--- src/rtl/i2c_arb_pkg.sv ---
// i2c_arb_pkg: shared types and constants for the i2c request arbiter.
// FSM state encoding, arbiter error status codes, request field widths.
package i2c_arb_pkg;

    localparam int CHIP_W = 7;
    localparam int REG_W  = 8;
    localparam int DATA_W = 16;

    localparam logic [3:0] STATUS_NOSTART = 4'hE;
    localparam logic [3:0] STATUS_TIMEOUT = 4'hF;

    typedef enum logic [2:0] {
        ST_IDLE,
        ST_ISSUE,
        ST_WAIT_START,
        ST_WAIT_DONE,
        ST_RESP
    } state_e;

endpackage

--- src/rtl/i2c_req_arbiter_if.sv ---
// i2c_req_arbiter_if: requester and i2c-master request bundle.
// slave = arbiter view, master = requesters plus i2c master view.
interface i2c_req_arbiter_if #(
    parameter int NUM_REQ = 4
);
    import i2c_arb_pkg::*;

    logic [NUM_REQ-1:0]        req_valid;
    logic [NUM_REQ-1:0]        req_write;
    logic [CHIP_W*NUM_REQ-1:0] req_chip_addr;
    logic [REG_W*NUM_REQ-1:0]  req_reg_addr;
    logic [DATA_W*NUM_REQ-1:0] req_data;
    logic [NUM_REQ-1:0]        req_ack;
    logic [NUM_REQ-1:0]        resp_valid;
    logic [DATA_W-1:0]         resp_data;
    logic [3:0]                resp_status;
    logic                      arb_busy;
    logic [CHIP_W-1:0]         m_chip_addr;
    logic [REG_W-1:0]          m_reg_addr;
    logic [DATA_W-1:0]         m_data_in;
    logic                      m_write_en;
    logic                      m_read_en;
    logic                      m_busy;
    logic [DATA_W-1:0]         m_data_out;
    logic [3:0]                m_status;

    modport slave (
        input  req_valid, req_write, req_chip_addr, req_reg_addr, req_data,
        input  m_busy, m_data_out, m_status,
        output req_ack, resp_valid, resp_data, resp_status, arb_busy,
        output m_chip_addr, m_reg_addr, m_data_in, m_write_en, m_read_en
    );

    modport master (
        output req_valid, req_write, req_chip_addr, req_reg_addr, req_data,
        output m_busy, m_data_out, m_status,
        input  req_ack, resp_valid, resp_data, resp_status, arb_busy,
        input  m_chip_addr, m_reg_addr, m_data_in, m_write_en, m_read_en
    );

endinterface

--- src/rtl/i2c_rr_arbiter.sv ---
// i2c_rr_arbiter: combinational round-robin pick, first set bit at/after ptr_i.
// Ports: req_i, ptr_i in; gnt_o (one-hot), idx_o (binary), vld_o out.
module i2c_rr_arbiter #(
    parameter int NUM_REQ = 4,
    parameter int IW      = $clog2(NUM_REQ)
) (
    input  logic [NUM_REQ-1:0] req_i,
    input  logic [IW-1:0]      ptr_i,
    output logic [NUM_REQ-1:0] gnt_o,
    output logic [IW-1:0]      idx_o,
    output logic               vld_o
);

    logic [IW:0] pos;

    always_comb begin
        gnt_o = '0;
        idx_o = '0;
        vld_o = 1'b0;
        pos   = '0;
        for (int k = 0; k < NUM_REQ; k++) begin
            // wrap without a modulo so NUM_REQ need not be a power of two
            pos = {1'b0, ptr_i} + (IW+1)'(k);
            if (pos >= (IW+1)'(NUM_REQ))
                pos = pos - (IW+1)'(NUM_REQ);
            if (!vld_o && req_i[pos[IW-1:0]]) begin
                vld_o               = 1'b1;
                gnt_o[pos[IW-1:0]] = 1'b1;
                idx_o               = pos[IW-1:0];
            end
        end
    end

endmodule

--- src/rtl/i2c_req_arbiter.sv ---
// i2c_req_arbiter: shares one i2c master among NUM_REQ requesters, round-robin.
// Ports: clk, reset (async, active-low), bus (slave modport). Option: I2C_ARB_TIMEOUT_EN.
module i2c_req_arbiter
    import i2c_arb_pkg::*;
#(
    parameter int NUM_REQ        = 4,
    parameter int START_WAIT     = 8,
    parameter int TIMEOUT_CYCLES = 65535
) (
    input logic               clk,
    input logic               reset,
    i2c_req_arbiter_if.slave  bus
);

    localparam int IW = $clog2(NUM_REQ);
    localparam int SW = $clog2(START_WAIT + 1);

    state_e               state_q, state_d;
    logic [IW-1:0]        ptr_q, ptr_d;
    logic [IW-1:0]        gidx_q, gidx_d;
    logic                 wr_q, wr_d;
    logic [SW-1:0]        scnt_q, scnt_d;
    logic [NUM_REQ-1:0]   ack_q, ack_d;
    logic [NUM_REQ-1:0]   rv_q, rv_d;
    logic [DATA_W-1:0]    rdata_q, rdata_d;
    logic [3:0]           rstat_q, rstat_d;
    logic [CHIP_W-1:0]    chip_q, chip_d;
    logic [REG_W-1:0]     reg_q, reg_d;
    logic [DATA_W-1:0]    data_q, data_d;
    logic                 wen_q, wen_d;
    logic                 ren_q, ren_d;

    logic [NUM_REQ-1:0]   gnt;
    logic [IW-1:0]        gnt_idx;
    logic                 gnt_vld;
    logic                 start_last;

    assign start_last = (scnt_q == SW'(START_WAIT - 1));

`ifdef I2C_ARB_TIMEOUT_EN
    logic [15:0] wd_q, wd_d;
    logic        wd_last;
    assign wd_last = (wd_q == 16'(TIMEOUT_CYCLES - 1));
`else
    logic unused_cfg;
    assign unused_cfg = |32'(TIMEOUT_CYCLES);
`endif

    i2c_rr_arbiter #(
        .NUM_REQ (NUM_REQ)
    ) u_rr (
        .req_i   (bus.req_valid),
        .ptr_i   (ptr_q),
        .gnt_o   (gnt),
        .idx_o   (gnt_idx),
        .vld_o   (gnt_vld)
    );

    always_ff @(posedge clk or negedge reset) begin
        if (!reset) begin
            state_q <= ST_IDLE;
            ptr_q   <= '0;
            gidx_q  <= '0;
            wr_q    <= 1'b0;
            scnt_q  <= '0;
            ack_q   <= '0;
            rv_q    <= '0;
            rdata_q <= '0;
            rstat_q <= '0;
            chip_q  <= '0;
            reg_q   <= '0;
            data_q  <= '0;
            wen_q   <= 1'b0;
            ren_q   <= 1'b0;
`ifdef I2C_ARB_TIMEOUT_EN
            wd_q    <= '0;
`endif
        end else begin
            state_q <= state_d;
            ptr_q   <= ptr_d;
            gidx_q  <= gidx_d;
            wr_q    <= wr_d;
            scnt_q  <= scnt_d;
            ack_q   <= ack_d;
            rv_q    <= rv_d;
            rdata_q <= rdata_d;
            rstat_q <= rstat_d;
            chip_q  <= chip_d;
            reg_q   <= reg_d;
            data_q  <= data_d;
            wen_q   <= wen_d;
            ren_q   <= ren_d;
`ifdef I2C_ARB_TIMEOUT_EN
            wd_q    <= wd_d;
`endif
        end
    end

    always_comb begin
        state_d = state_q;
        unique case (state_q)
            ST_IDLE:       if (gnt_vld) state_d = ST_ISSUE;
            ST_ISSUE:      state_d = ST_WAIT_START;
            ST_WAIT_START: begin
                if (bus.m_busy)      state_d = ST_WAIT_DONE;
                else if (start_last) state_d = ST_RESP;
            end
            ST_WAIT_DONE: begin
                if (!bus.m_busy) state_d = ST_RESP;
`ifdef I2C_ARB_TIMEOUT_EN
                else if (wd_last) state_d = ST_RESP;
`endif
            end
            ST_RESP:       state_d = ST_IDLE;
            default:       state_d = ST_IDLE;
        endcase
    end

    always_comb begin
        ack_d   = '0;
        rv_d    = '0;
        wen_d   = 1'b0;
        ren_d   = 1'b0;
        gidx_d  = gidx_q;
        wr_d    = wr_q;
        chip_d  = chip_q;
        reg_d   = reg_q;
        data_d  = data_q;
        rdata_d = rdata_q;
        rstat_d = rstat_q;
        scnt_d  = scnt_q;
        ptr_d   = ptr_q;
`ifdef I2C_ARB_TIMEOUT_EN
        wd_d    = wd_q;
`endif
        unique case (state_q)
            ST_IDLE: begin
                if (gnt_vld) begin
                    ack_d  = gnt;
                    gidx_d = gnt_idx;
                    for (int k = 0; k < NUM_REQ; k++) begin
                        if (gnt[k]) begin
                            wr_d   = bus.req_write[k];
                            chip_d = bus.req_chip_addr[k*CHIP_W +: CHIP_W];
                            reg_d  = bus.req_reg_addr[k*REG_W +: REG_W];
                            data_d = bus.req_data[k*DATA_W +: DATA_W];
                        end
                    end
                end
            end
            ST_ISSUE: begin
                wen_d  = wr_q;
                ren_d  = ~wr_q;
                scnt_d = '0;
`ifdef I2C_ARB_TIMEOUT_EN
                wd_d   = '0;
`endif
            end
            ST_WAIT_START: begin
                if (!bus.m_busy) begin
                    if (start_last) begin
                        rstat_d = STATUS_NOSTART;
                        rdata_d = '0;
                    end else begin
                        scnt_d = scnt_q + SW'(1);
                    end
                end
            end
            ST_WAIT_DONE: begin
                if (!bus.m_busy) begin
                    rdata_d = bus.m_data_out;
                    rstat_d = bus.m_status;
                end
`ifdef I2C_ARB_TIMEOUT_EN
                else if (wd_last) begin
                    rstat_d = STATUS_TIMEOUT;
                    rdata_d = '0;
                end else begin
                    wd_d = wd_q + 16'd1;
                end
`endif
            end
            ST_RESP: begin
                ptr_d = (gidx_q == IW'(NUM_REQ - 1)) ? '0 : gidx_q + IW'(1);
            end
            default: ;
        endcase
        // registered so the pulse lines up with the RESP cycle
        if (state_d == ST_RESP)
            rv_d[gidx_q] = 1'b1;
    end

    assign bus.req_ack     = ack_q;
    assign bus.resp_valid  = rv_q;
    assign bus.resp_data   = rdata_q;
    assign bus.resp_status = rstat_q;
    assign bus.arb_busy    = (state_q != ST_IDLE);
    assign bus.m_chip_addr = chip_q;
    assign bus.m_reg_addr  = reg_q;
    assign bus.m_data_in   = data_q;
    assign bus.m_write_en  = wen_q;
    assign bus.m_read_en   = ren_q;

endmodule
--- src/flat_wrapper.sv ---
// flat-port wrapper written by rule: the top's interface ports become plain ports
module i2c_req_arbiter_flat import i2c_arb_pkg::*;
#(
    parameter int NUM_REQ        = 4,
    parameter int START_WAIT     = 8,
    parameter int TIMEOUT_CYCLES = 65535
)
  (clk, reset, bus_req_valid, bus_req_write, bus_req_chip_addr, bus_req_reg_addr, bus_req_data, bus_m_busy, bus_m_data_out, bus_m_status, bus_req_ack, bus_resp_valid, bus_resp_data, bus_resp_status, bus_arb_busy, bus_m_chip_addr, bus_m_reg_addr, bus_m_data_in, bus_m_write_en, bus_m_read_en);
  i2c_req_arbiter_if #(.NUM_REQ(NUM_REQ)) bus_i ();
  input logic clk;
  input logic reset;
  input wire logic [$bits(bus_i.req_valid)-1:0] bus_req_valid;
  input wire logic [$bits(bus_i.req_write)-1:0] bus_req_write;
  input wire logic [$bits(bus_i.req_chip_addr)-1:0] bus_req_chip_addr;
  input wire logic [$bits(bus_i.req_reg_addr)-1:0] bus_req_reg_addr;
  input wire logic [$bits(bus_i.req_data)-1:0] bus_req_data;
  input wire logic [$bits(bus_i.m_busy)-1:0] bus_m_busy;
  input wire logic [$bits(bus_i.m_data_out)-1:0] bus_m_data_out;
  input wire logic [$bits(bus_i.m_status)-1:0] bus_m_status;
  output wire logic [$bits(bus_i.req_ack)-1:0] bus_req_ack;
  output wire logic [$bits(bus_i.resp_valid)-1:0] bus_resp_valid;
  output wire logic [$bits(bus_i.resp_data)-1:0] bus_resp_data;
  output wire logic [$bits(bus_i.resp_status)-1:0] bus_resp_status;
  output wire logic [$bits(bus_i.arb_busy)-1:0] bus_arb_busy;
  output wire logic [$bits(bus_i.m_chip_addr)-1:0] bus_m_chip_addr;
  output wire logic [$bits(bus_i.m_reg_addr)-1:0] bus_m_reg_addr;
  output wire logic [$bits(bus_i.m_data_in)-1:0] bus_m_data_in;
  output wire logic [$bits(bus_i.m_write_en)-1:0] bus_m_write_en;
  output wire logic [$bits(bus_i.m_read_en)-1:0] bus_m_read_en;
  assign bus_i.req_valid = bus_req_valid;
  assign bus_i.req_write = bus_req_write;
  assign bus_i.req_chip_addr = bus_req_chip_addr;
  assign bus_i.req_reg_addr = bus_req_reg_addr;
  assign bus_i.req_data = bus_req_data;
  assign bus_i.m_busy = bus_m_busy;
  assign bus_i.m_data_out = bus_m_data_out;
  assign bus_i.m_status = bus_m_status;
  assign bus_req_ack = bus_i.req_ack;
  assign bus_resp_valid = bus_i.resp_valid;
  assign bus_resp_data = bus_i.resp_data;
  assign bus_resp_status = bus_i.resp_status;
  assign bus_arb_busy = bus_i.arb_busy;
  assign bus_m_chip_addr = bus_i.m_chip_addr;
  assign bus_m_reg_addr = bus_i.m_reg_addr;
  assign bus_m_data_in = bus_i.m_data_in;
  assign bus_m_write_en = bus_i.m_write_en;
  assign bus_m_read_en = bus_i.m_read_en;
  i2c_req_arbiter #(.NUM_REQ(NUM_REQ), .START_WAIT(START_WAIT), .TIMEOUT_CYCLES(TIMEOUT_CYCLES)) u_core (.clk(clk), .reset(reset), .bus(bus_i));
endmodule
--- config.mk ---
export PLATFORM = sky130hd
export DESIGN_NAME = i2c_req_arbiter_flat
export DESIGN_NICKNAME = d
export VERILOG_FILES = /design/src/rtl/i2c_arb_pkg.sv /design/src/rtl/i2c_req_arbiter_if.sv /design/src/rtl/i2c_rr_arbiter.sv /design/src/rtl/i2c_req_arbiter.sv /design/src/flat_wrapper.sv
export SDC_FILE = /design/constraint.sdc
export NUM_CORES = 1
export LEC_CHECK = 0
export ABC_AREA = 1
export CORE_MARGIN = 2
export CORE_UTILIZATION = 38
export CTS_CLUSTER_SIZE = 30
export DETAILED_ROUTE_END_ITERATION = 16
export PLACE_DENSITY = 0.78
export REMOVE_ABC_BUFFERS = 1
export SETUP_SLACK_MARGIN = 0.1
export SLEW_MARGIN = 20
export SYNTH_ARGS = -nofsm -noshare
export SYNTH_HDL_FRONTEND = slang
export SYNTH_SLANG_ARGS = --single-unit
--- constraint.sdc ---
create_clock -name clk -period 2.28 [get_ports clk]
set_clock_uncertainty 0.05 [all_clocks]
set_input_delay 0.456 -clock clk [delete_from_list [all_inputs] [get_ports clk]]
set_output_delay 0.456 -clock clk [all_outputs]
set_load 0.02 [all_outputs]
==> results of run 1 <==
## sequential cells by signal, indices dropped and copies added, names as in the netlist
signal	cells
u_core.wr_q	1
u_core.bus.m_read_en	1
u_core.ptr_q	2
u_core.gidx_q	2
u_core.bus.m_chip_addr	7
u_core.bus.resp_valid	4
u_core.bus.m_data_in	16
u_core.bus.resp_data	16
u_core.bus.req_ack	4
u_core.scnt_q	4
u_core.bus.m_write_en	1
u_core.bus.resp_status	4
u_core.bus.m_reg_addr	8
u_core.state_q	3
## cell usage in the layout, fill, tap and decap left out, types with 2 or more instances in the layout
cell             instances
nand3_2                 14
clkbuf_16               11
nand2_1                219
clkdlybuf4s50_1        210
buf_4                   32
nand2_2                 16
a21oi_2                  6
buf_6                    7
buf_16                   2
inv_2                    6
dfrtp_1                 73
nor3_1                   4
buf_12                  10
inv_1                  123
nand3_4                  4
nand3_1                113
dlymetal6s2s_1           3
nor2_1                  18
clkinv_2                 2
o21ai_0                 10
ha_1                     8
nand2_4                  6
nor2_4                   5
a21oi_1                 33
dlygate4sd2_1            2
nand4_1                  4
clkbuf_1                 2
## worst max-delay path by stage
| stage | endpoint | cells past startpoint | start | slack (ns) |
|---|---|---|---|---|
| 2_1_floorplan | u_core.bus.m_chip_addr[0] | 13 | u_core.ptr_q[0] | -1.29 |
| 3_3_place_gp | u_core.bus.m_chip_addr[4] | 13 | bus_req_valid[1] | -0.35 |
| 3_5_place_dp | u_core.bus.m_chip_addr[4] | 13 | bus_req_valid[0] | -0.37 |
| 4_1_cts | u_core.bus.m_data_in[3] | 14 | u_core.ptr_q[0] | 0.05 |
| 5_1_grt | u_core.bus.m_reg_addr[6] | 12 | u_core.ptr_q[1] | -0.07 |
| 6_report | u_core.bus.m_reg_addr[0] | 12 | u_core.ptr_q[1] | 0.007 |
## Yosys cell counts
cell | count | share of area [%]
a21boi_0 | 2 | 0.32
a21oi_1 | 38 | 4.0
a21oi_2 | 1 | 0.19
a21oi_4 | 1 | 0.35
buf_1 | 5 | 0.40
buf_2 | 16 | 1.7
buf_4 | 2 | 0.32
buf_6 | 3 | 0.72
clkbuf_1 | 6 | 0.48
dfrtp_1 | 73 | 39
ha_1 | 10 | 2.7
inv_1 | 128 | 10
inv_2 | 3 | 0.24
nand2_1 | 235 | 19
nand2_2 | 4 | 0.53
nand2_4 | 3 | 0.72
nand3_1 | 128 | 14
nand3_2 | 3 | 0.64
nand4_1 | 4 | 0.53
nand4_2 | 1 | 0.27
nor2_1 | 19 | 1.5
nor2_2 | 1 | 0.13
nor2_4 | 3 | 0.72
nor2_8 | 1 | 0.42
nor3_1 | 4 | 0.42
o2111ai_1 | 1 | 0.19
o21ai_0 | 10 | 1.1
o21ai_1 | 1 | 0.11
o31ai_1 | 1 | 0.16
## power groups by stage
stage / logic, mW / clock network [mW] / registers, mW
after global routing: 9.88 / 1.47 / 2.28
after floorplan: 3.84 / 0 / 2.79
final: 9.06 / 1.39 / 2.22
after CTS: 8.33 / 1.41 / 2.22
after global placement: 7.58 / 0 / 2.21
after detailed placement: 7.67 / 0 / 2.22
## what timing repair did
item / in CTS / in global routing
endpoints found under the setup margin: 33 / 33
buffers inserted: 7 / 6
pin swaps: 2 / 28
gates resized for setup: 26 / 54
hold endpoints to repair: 0 / 0
cloned: 2 / 2
## metal layers
layer	vias up	GRT usage, %	share of wire (%)
li1	2677	-	-
met1	2470	27.0	39
met2	233	40.2	49
met3	29	6.80	9.6
met4	0	7.63	2.0
met5	-	0	0
## worst max-delay path, stage by stage (launching register included)
cell	delay, ns
dfrtp_1	0.39
buf_4	0.14
buf_4	0.15
ha_1	0.25
a21boi_1	0.17
a21oi_2	0.19
nand3_4	0.16
nor2_4	0.15
a21oi_4	0.08
buf_12	0.14
clkbuf_16	0.16
nand3_1	0.07
nand2_1	0.05
## metrics by stage
stage	area (um^2)	hold slack, ns
detailed placement	7280	0.367
CTS	7790	0.0172
global route	8080	0.0381
floorplan	4550	0.110
finish	8080	0.00906
global placement	7280	0.364
## final cells by class
cell class / count / share of cell area, %
flip-flops and latches: 73 / 22.6
inverters: 131 / 6.18
repair buffers: 269 / 34.6
clock buffers: 11 / 2.88
clock inverters: 5 / 0.696
multi-input cells: 471 / 30.5
well taps: 168 / 2.60
## kinds of logic (layout without fill, tap and decap cells)
kind of cell	after synthesis	after routing
buffers and inverters	163	416
DFF	73	73
adders and majority gates	10	10
AOI/OAI and AO/OA	55	55
and+or+nand+nor	406	406
==> results.py, run 1 <==
metrics = {
    "setup_path": {
        "worstPathArrival_ns": 2.45,
        "crit_fanout": 8,
        "path_class": "reg -> reg",
        "worstPathRequired_ns": 2.45,
        "r2r-end": "u_core.bus.m_reg_addr[0]",
        "critPathCaptureType": "flip-flop",
        "r2r-start": "u_core.ptr_q[1]",
        "rr_worst_depth": 12,
        "start_kind": "flip-flop",
        "ff2ff_setup_slack_ns": 0.007,
    },
    "final_layout": {
        "fin_util_pct": 67.0,
        "final_nets": 1120,
        "final_cells": 1128,
        "drive_gt1_share_pct": 14.1,
        "multi_input_area_um2": 2460,
        "area_growth_pct": 71.4,
        "seqCellArea_um2": 1830,
        "n_antenna_cell": 0,
        "fill_cells": 1046,
    },
    "yosys": {
        "syn_area_um2": 4720,
        "synth_top_family_by_area": "simple AND/OR/NAND/NOR gates",
        "yosysWarningCount": 0,
        "yosys.area_share.simple_pct": 38.2,
        "syn-instance-count": 707,
        "synth_cell_type_count": 29,
        "muxShareOfSynthArea_pct": 0,
        "synthXorXnorAreaFrac_pct": 0,
        "synth_seq_cells": 73,
        "synthAdderAreaFrac_pct": 2.65,
        "synth-compound-area-share_pct": 6.39,
        "syn_avg_cell_area_um2": 6.67,
        "synth_seq_area_share_pct": 38.7,
    },
    "floorplanning": {
        "die_w_um": 115,
        "num_io_pins": 217,
        "core_area_um2": 12100,
        "rows": 40,
        "die_y_um": 115,
        "die_area_um2": 13300,
        "initial_core_util_pct": 39.1,
    },
    "power": {
        "seqPwrFrac_pct": 17.5,
        "p_sw_share_pct": 46.9,
        "p_leak_nw": 4.16,
        "p_total_mw": 12.7,
        "power.net_switching_mw": 5.94,
        "ir_drop_v": 0.000664,
        "power.share.clock_pct": 11.0,
        "p_per_area_nw_per_um2": 1570,
        "p_comb_share_pct": 71.5,
        "p_int_mw": 6.73,
    },
    "sta": {
        "relSlewSlack_pct": 54.0,
        "worstMarginPinSlew_ns": 0.687,
        "hold_violations": 0,
        "min_period_ns": 2.27,
        "finalSetupViolCount": 0,
        "drv_slew": 0,
        "setup_tns_ns": 0,
        "finalCritPeriodShare_pct": 99.7,
        "fin_ws_ns": 0.00739,
        "grt_setup_unrepaired": "true",
        "timing.fmax_mhz": 440,
    },
    "worst_hold_path": {
        "min_path_type": "in -> async",
    },
    "placement": {
        "port_buffers": 216,
        "dp.cells": 1095,
        "dp_slack_ns": -0.370,
        "gp_congestion": 0.900,
        "hpwlAfterDp_mm": 11.4,
    },
    "route": {
        "wl_per_cell_um": 14.3,
        "detail-route-antenna-nets": 0,
        "wl_mm": 16.1,
        "detail_route.first_pass.iterations": 5,
        "drt_iter0_drc": 355,
        "drc_errors": 0,
        "via_per_inst": 4.80,
        "num_vias": 5409,
    },
    "global_route": {
        "grt_max_degree": 34,
        "grt_pass1_wl_mm": 24.2,
        "first_global_vias": 5127,
        "grtUsageTotal_pct": 23.0,
        "antenna_found_initial": 0,
        "globalRouteOverflowTotal": 0,
    },
    "clocking": {
        "hold_buffers": 0,
        "cts_buffers": 9,
        "cts_sinks": 73,
        "htreeDepth": 3,
        "clock_tree.root_cell": "clkbuf_16",
        "cts_tree": "built",
        "clkTransAtPathRegs_ns": 0.06,
        "clk_latency_ns": 0.33,
        "cts_buffer_depth": 2,
    },
    "status": {
        "status": "finished, final reports clean",
    },
    "flow_run": {
        "drv_cap": 0,
    },
}
No activity file was read; power rests on OpenSTA's default activity.
==> inputs of run 2 (changes only) <==
--- a/config.mk
+++ b/config.mk
@@ -8,9 +8,9 @@
 export ABC_AREA = 1
 export CORE_MARGIN = 2
 export CORE_UTILIZATION = 38
-export CTS_CLUSTER_SIZE = 30
+export CTS_CLUSTER_SIZE = 40
 export DETAILED_ROUTE_END_ITERATION = 16
-export PLACE_DENSITY = 0.78
+export PLACE_DENSITY = 0.75
 export REMOVE_ABC_BUFFERS = 1
 export SETUP_SLACK_MARGIN = 0.1
 export SLEW_MARGIN = 20
==> run 2 against run 1 <==
  * Wire length grew 1.1%
  * Combinational power rose by 9.7%
  * Fmax up 1.0%
  * Via count decreased by 1.3%
  * Core utilization rose by 2.5 points
  * Clock-buffer cell count shrank 1
  * Final cell count about the same
  * Critical path depth increased by 4
  * Final area is 3.8% higher
  * Highest routed layer is now met5
  * Largest power group unchanged
  * Power is 7.3% higher
==> results.py, run 2 (synthesized netlist as in run 1, its figures left out) <==
metrics = {
    "final_layout": {
        "n_antenna_cell": 0,
        "fill_cells": 1012,
        "final_cell_mix": "clkdlybuf4s50_1, nand2_1, inv_1",
        "drive_gt1_share_pct": 17.7,
        "area_growth_pct": 77.9,
        "final_nets": 1122,
        "final_common_cell": "clkdlybuf4s50_1",
        "fin_area_um2": 8390,
        "final_cells": 1129,
    },
    "clocking": {
        "clk_latency_ns": 0.33,
        "clock_tree.root_cell": "clkbuf_16",
        "htreeDepth": 3,
        "cts_buffers": 9,
        "hold_buffers": 0,
        "cts_sinks": 73,
        "clkTransAtPathRegs_ns": 0.05,
        "cts_tree": "built",
        "cts_buffer_depth": 2,
    },
    "worst_hold_path": {
        "min_path_type": "in -> async",
    },
    "power": {
        "ir_drop_v": 0.000728,
        "p_per_area_nw_per_um2": 1620,
        "p_int_mw": 7.28,
        "power.share.clock_pct": 10.3,
        "p_leak_nw": 4.23,
        "p_comb_share_pct": 73.2,
        "seqPwrFrac_pct": 16.6,
        "p_sw_share_pct": 46.4,
        "power.net_switching_mw": 6.31,
        "p_total_mw": 13.6,
    },
    "sta": {
        "finalCritPeriodShare_pct": 98.7,
        "grt_setup_unrepaired": "true",
        "hold_violations": 0,
        "relSlewSlack_pct": 53.3,
        "finalSetupViolCount": 0,
        "timing.fmax_mhz": 445,
        "worstMarginPinSlew_ns": 0.698,
        "setup_tns_ns": 0,
        "holdWs_ns": 0.0827,
        "drv_slew": 0,
        "min_period_ns": 2.25,
    },
    "global_route": {
        "grtUsageTotal_pct": 23.5,
        "grt_max_degree": 47,
        "globalRouteOverflowTotal": 0,
        "first_global_vias": 5063,
        "antenna_found_initial": 1,
        "grt_pass1_wl_mm": 24.6,
    },
    "route": {
        "detail-route-antenna-nets": 0,
        "via_per_inst": 4.73,
        "detail_route.first_pass.iterations": 4,
        "wl_mm": 16.3,
        "wl_per_cell_um": 14.4,
        "num_vias": 5341,
        "drc_errors": 0,
        "drt_iter0_drc": 296,
    },
    "floorplanning": {
        "die_area_um2": 13300,
        "die_w_um": 115,
        "rows": 40,
        "num_io_pins": 217,
        "core_area_um2": 12100,
        "initial_core_util_pct": 39.1,
        "die_y_um": 115,
    },
    "setup_path": {
        "crit_fanout": 6,
        "cp_common_cell": "nand2_2",
        "cp_slowest_stage_delay_ns": 0.49,
        "worstPathArrival_ns": 2.42,
        "cp.buffers_inverters": 4,
        "start_kind": "input pin",
        "crit_family": "simple AND/OR/NAND/NOR gates",
        "worst_path_max_delay_cell": "clkdlybuf4s50_1",
        "crit_chain": "clkdlybuf4s50_1 > inv_1 > nand2_2 > nand3_4 > nand2_8 > nor2_4 > nand2_2 > nand2_2 > nor2_4 > nand2_4 > nor2_4 > a21oi_4 > buf_12 > clkbuf_16 > nand3_2 > nand2_2",
        "critPathCaptureType": "flip-flop",
        "worstPathRequired_ns": 2.45,
        "path_class": "in -> reg",
    },
    "status": {
        "status": "finished, final reports clean",
    },
    "placement": {
        "gp_congestion": 0.910,
        "dp.cells": 1096,
        "port_buffers": 216,
        "hpwlAfterDp_mm": 11.5,
        "placed_area_um2": 7330,
    },
    "flow_run": {
        "drv_cap": 0,
    },
}
-- run 2: cell type report --
class                      count  area [um^2]  area share [%]
clock buffer                  10          239            2.85
sequential                    73         1830            21.8
clock inverter                 5         56.3           0.671
timing repair buffer         271         2920            34.8
tap                          168          210            2.51
inverter                     131          494            5.89
multi-input combinational    471         2640            31.5
-- run 2: worst paths after layout --
check                      slack, ns  cells after the start               startpoint                         to
min in group clk                0.42                      2  u_core.bus.resp_data[3]    u_core.bus.resp_data[3]
max in group asynchronous       1.53                      2                    reset  u_core.bus.m_chip_addr[0]
min reg2reg                     0.42                      2  u_core.bus.resp_data[3]    u_core.bus.resp_data[3]
max reg2reg                     0.03                     15          u_core.ptr_q[0]    u_core.bus.m_data_in[9]
max                             0.03                     16         bus_req_valid[1]   u_core.bus.m_reg_addr[0]
min                             0.08                      1                    reset   u_core.bus.resp_data[15]
-- run 2: per-stage QoR --
step | worst slack, ns | util [%]
6_report | 0.0305 | 69.6
3_5_place_dp | -0.320 | 60.7
3_3_place_gp | -0.270 | 60.7
4_1_cts | 0.0201 | 65.2
5_1_grt | -0.0711 | 69.6
2_1_floorplan | -1.29 | -
-- run 2: what timing repair did --
item	in CTS	in global routing
pin swaps	10	26
endpoints found under the setup margin	33	32
resized for setup	22	91
cloned	3	6
setup buffers	5	4
-- run 2: routing by layer --
metal	up-vias	global-route usage [%]	wire length (um)
li1	2687	-	-
met1	2412	28.0	6720
met2	216	41.1	7940
met3	24	7.54	1380
met4	2	6.02	259
met5	-	0	13
-- run 2: power groups by stage --
| stage | logic (mW) | clock network (mW) | registers [mW] |
|---|---|---|---|
| 6_report | 9.94 | 1.39 | 2.25 |
| 5_1_grt | 10.8 | 1.50 | 2.31 |
| 4_1_cts | 8.62 | 1.43 | 2.20 |
| 3_5_place_dp | 7.89 | 0 | 2.20 |
| 3_3_place_gp | 7.78 | 0 | 2.20 |
| 2_1_floorplan | 3.84 | 0 | 2.79 |
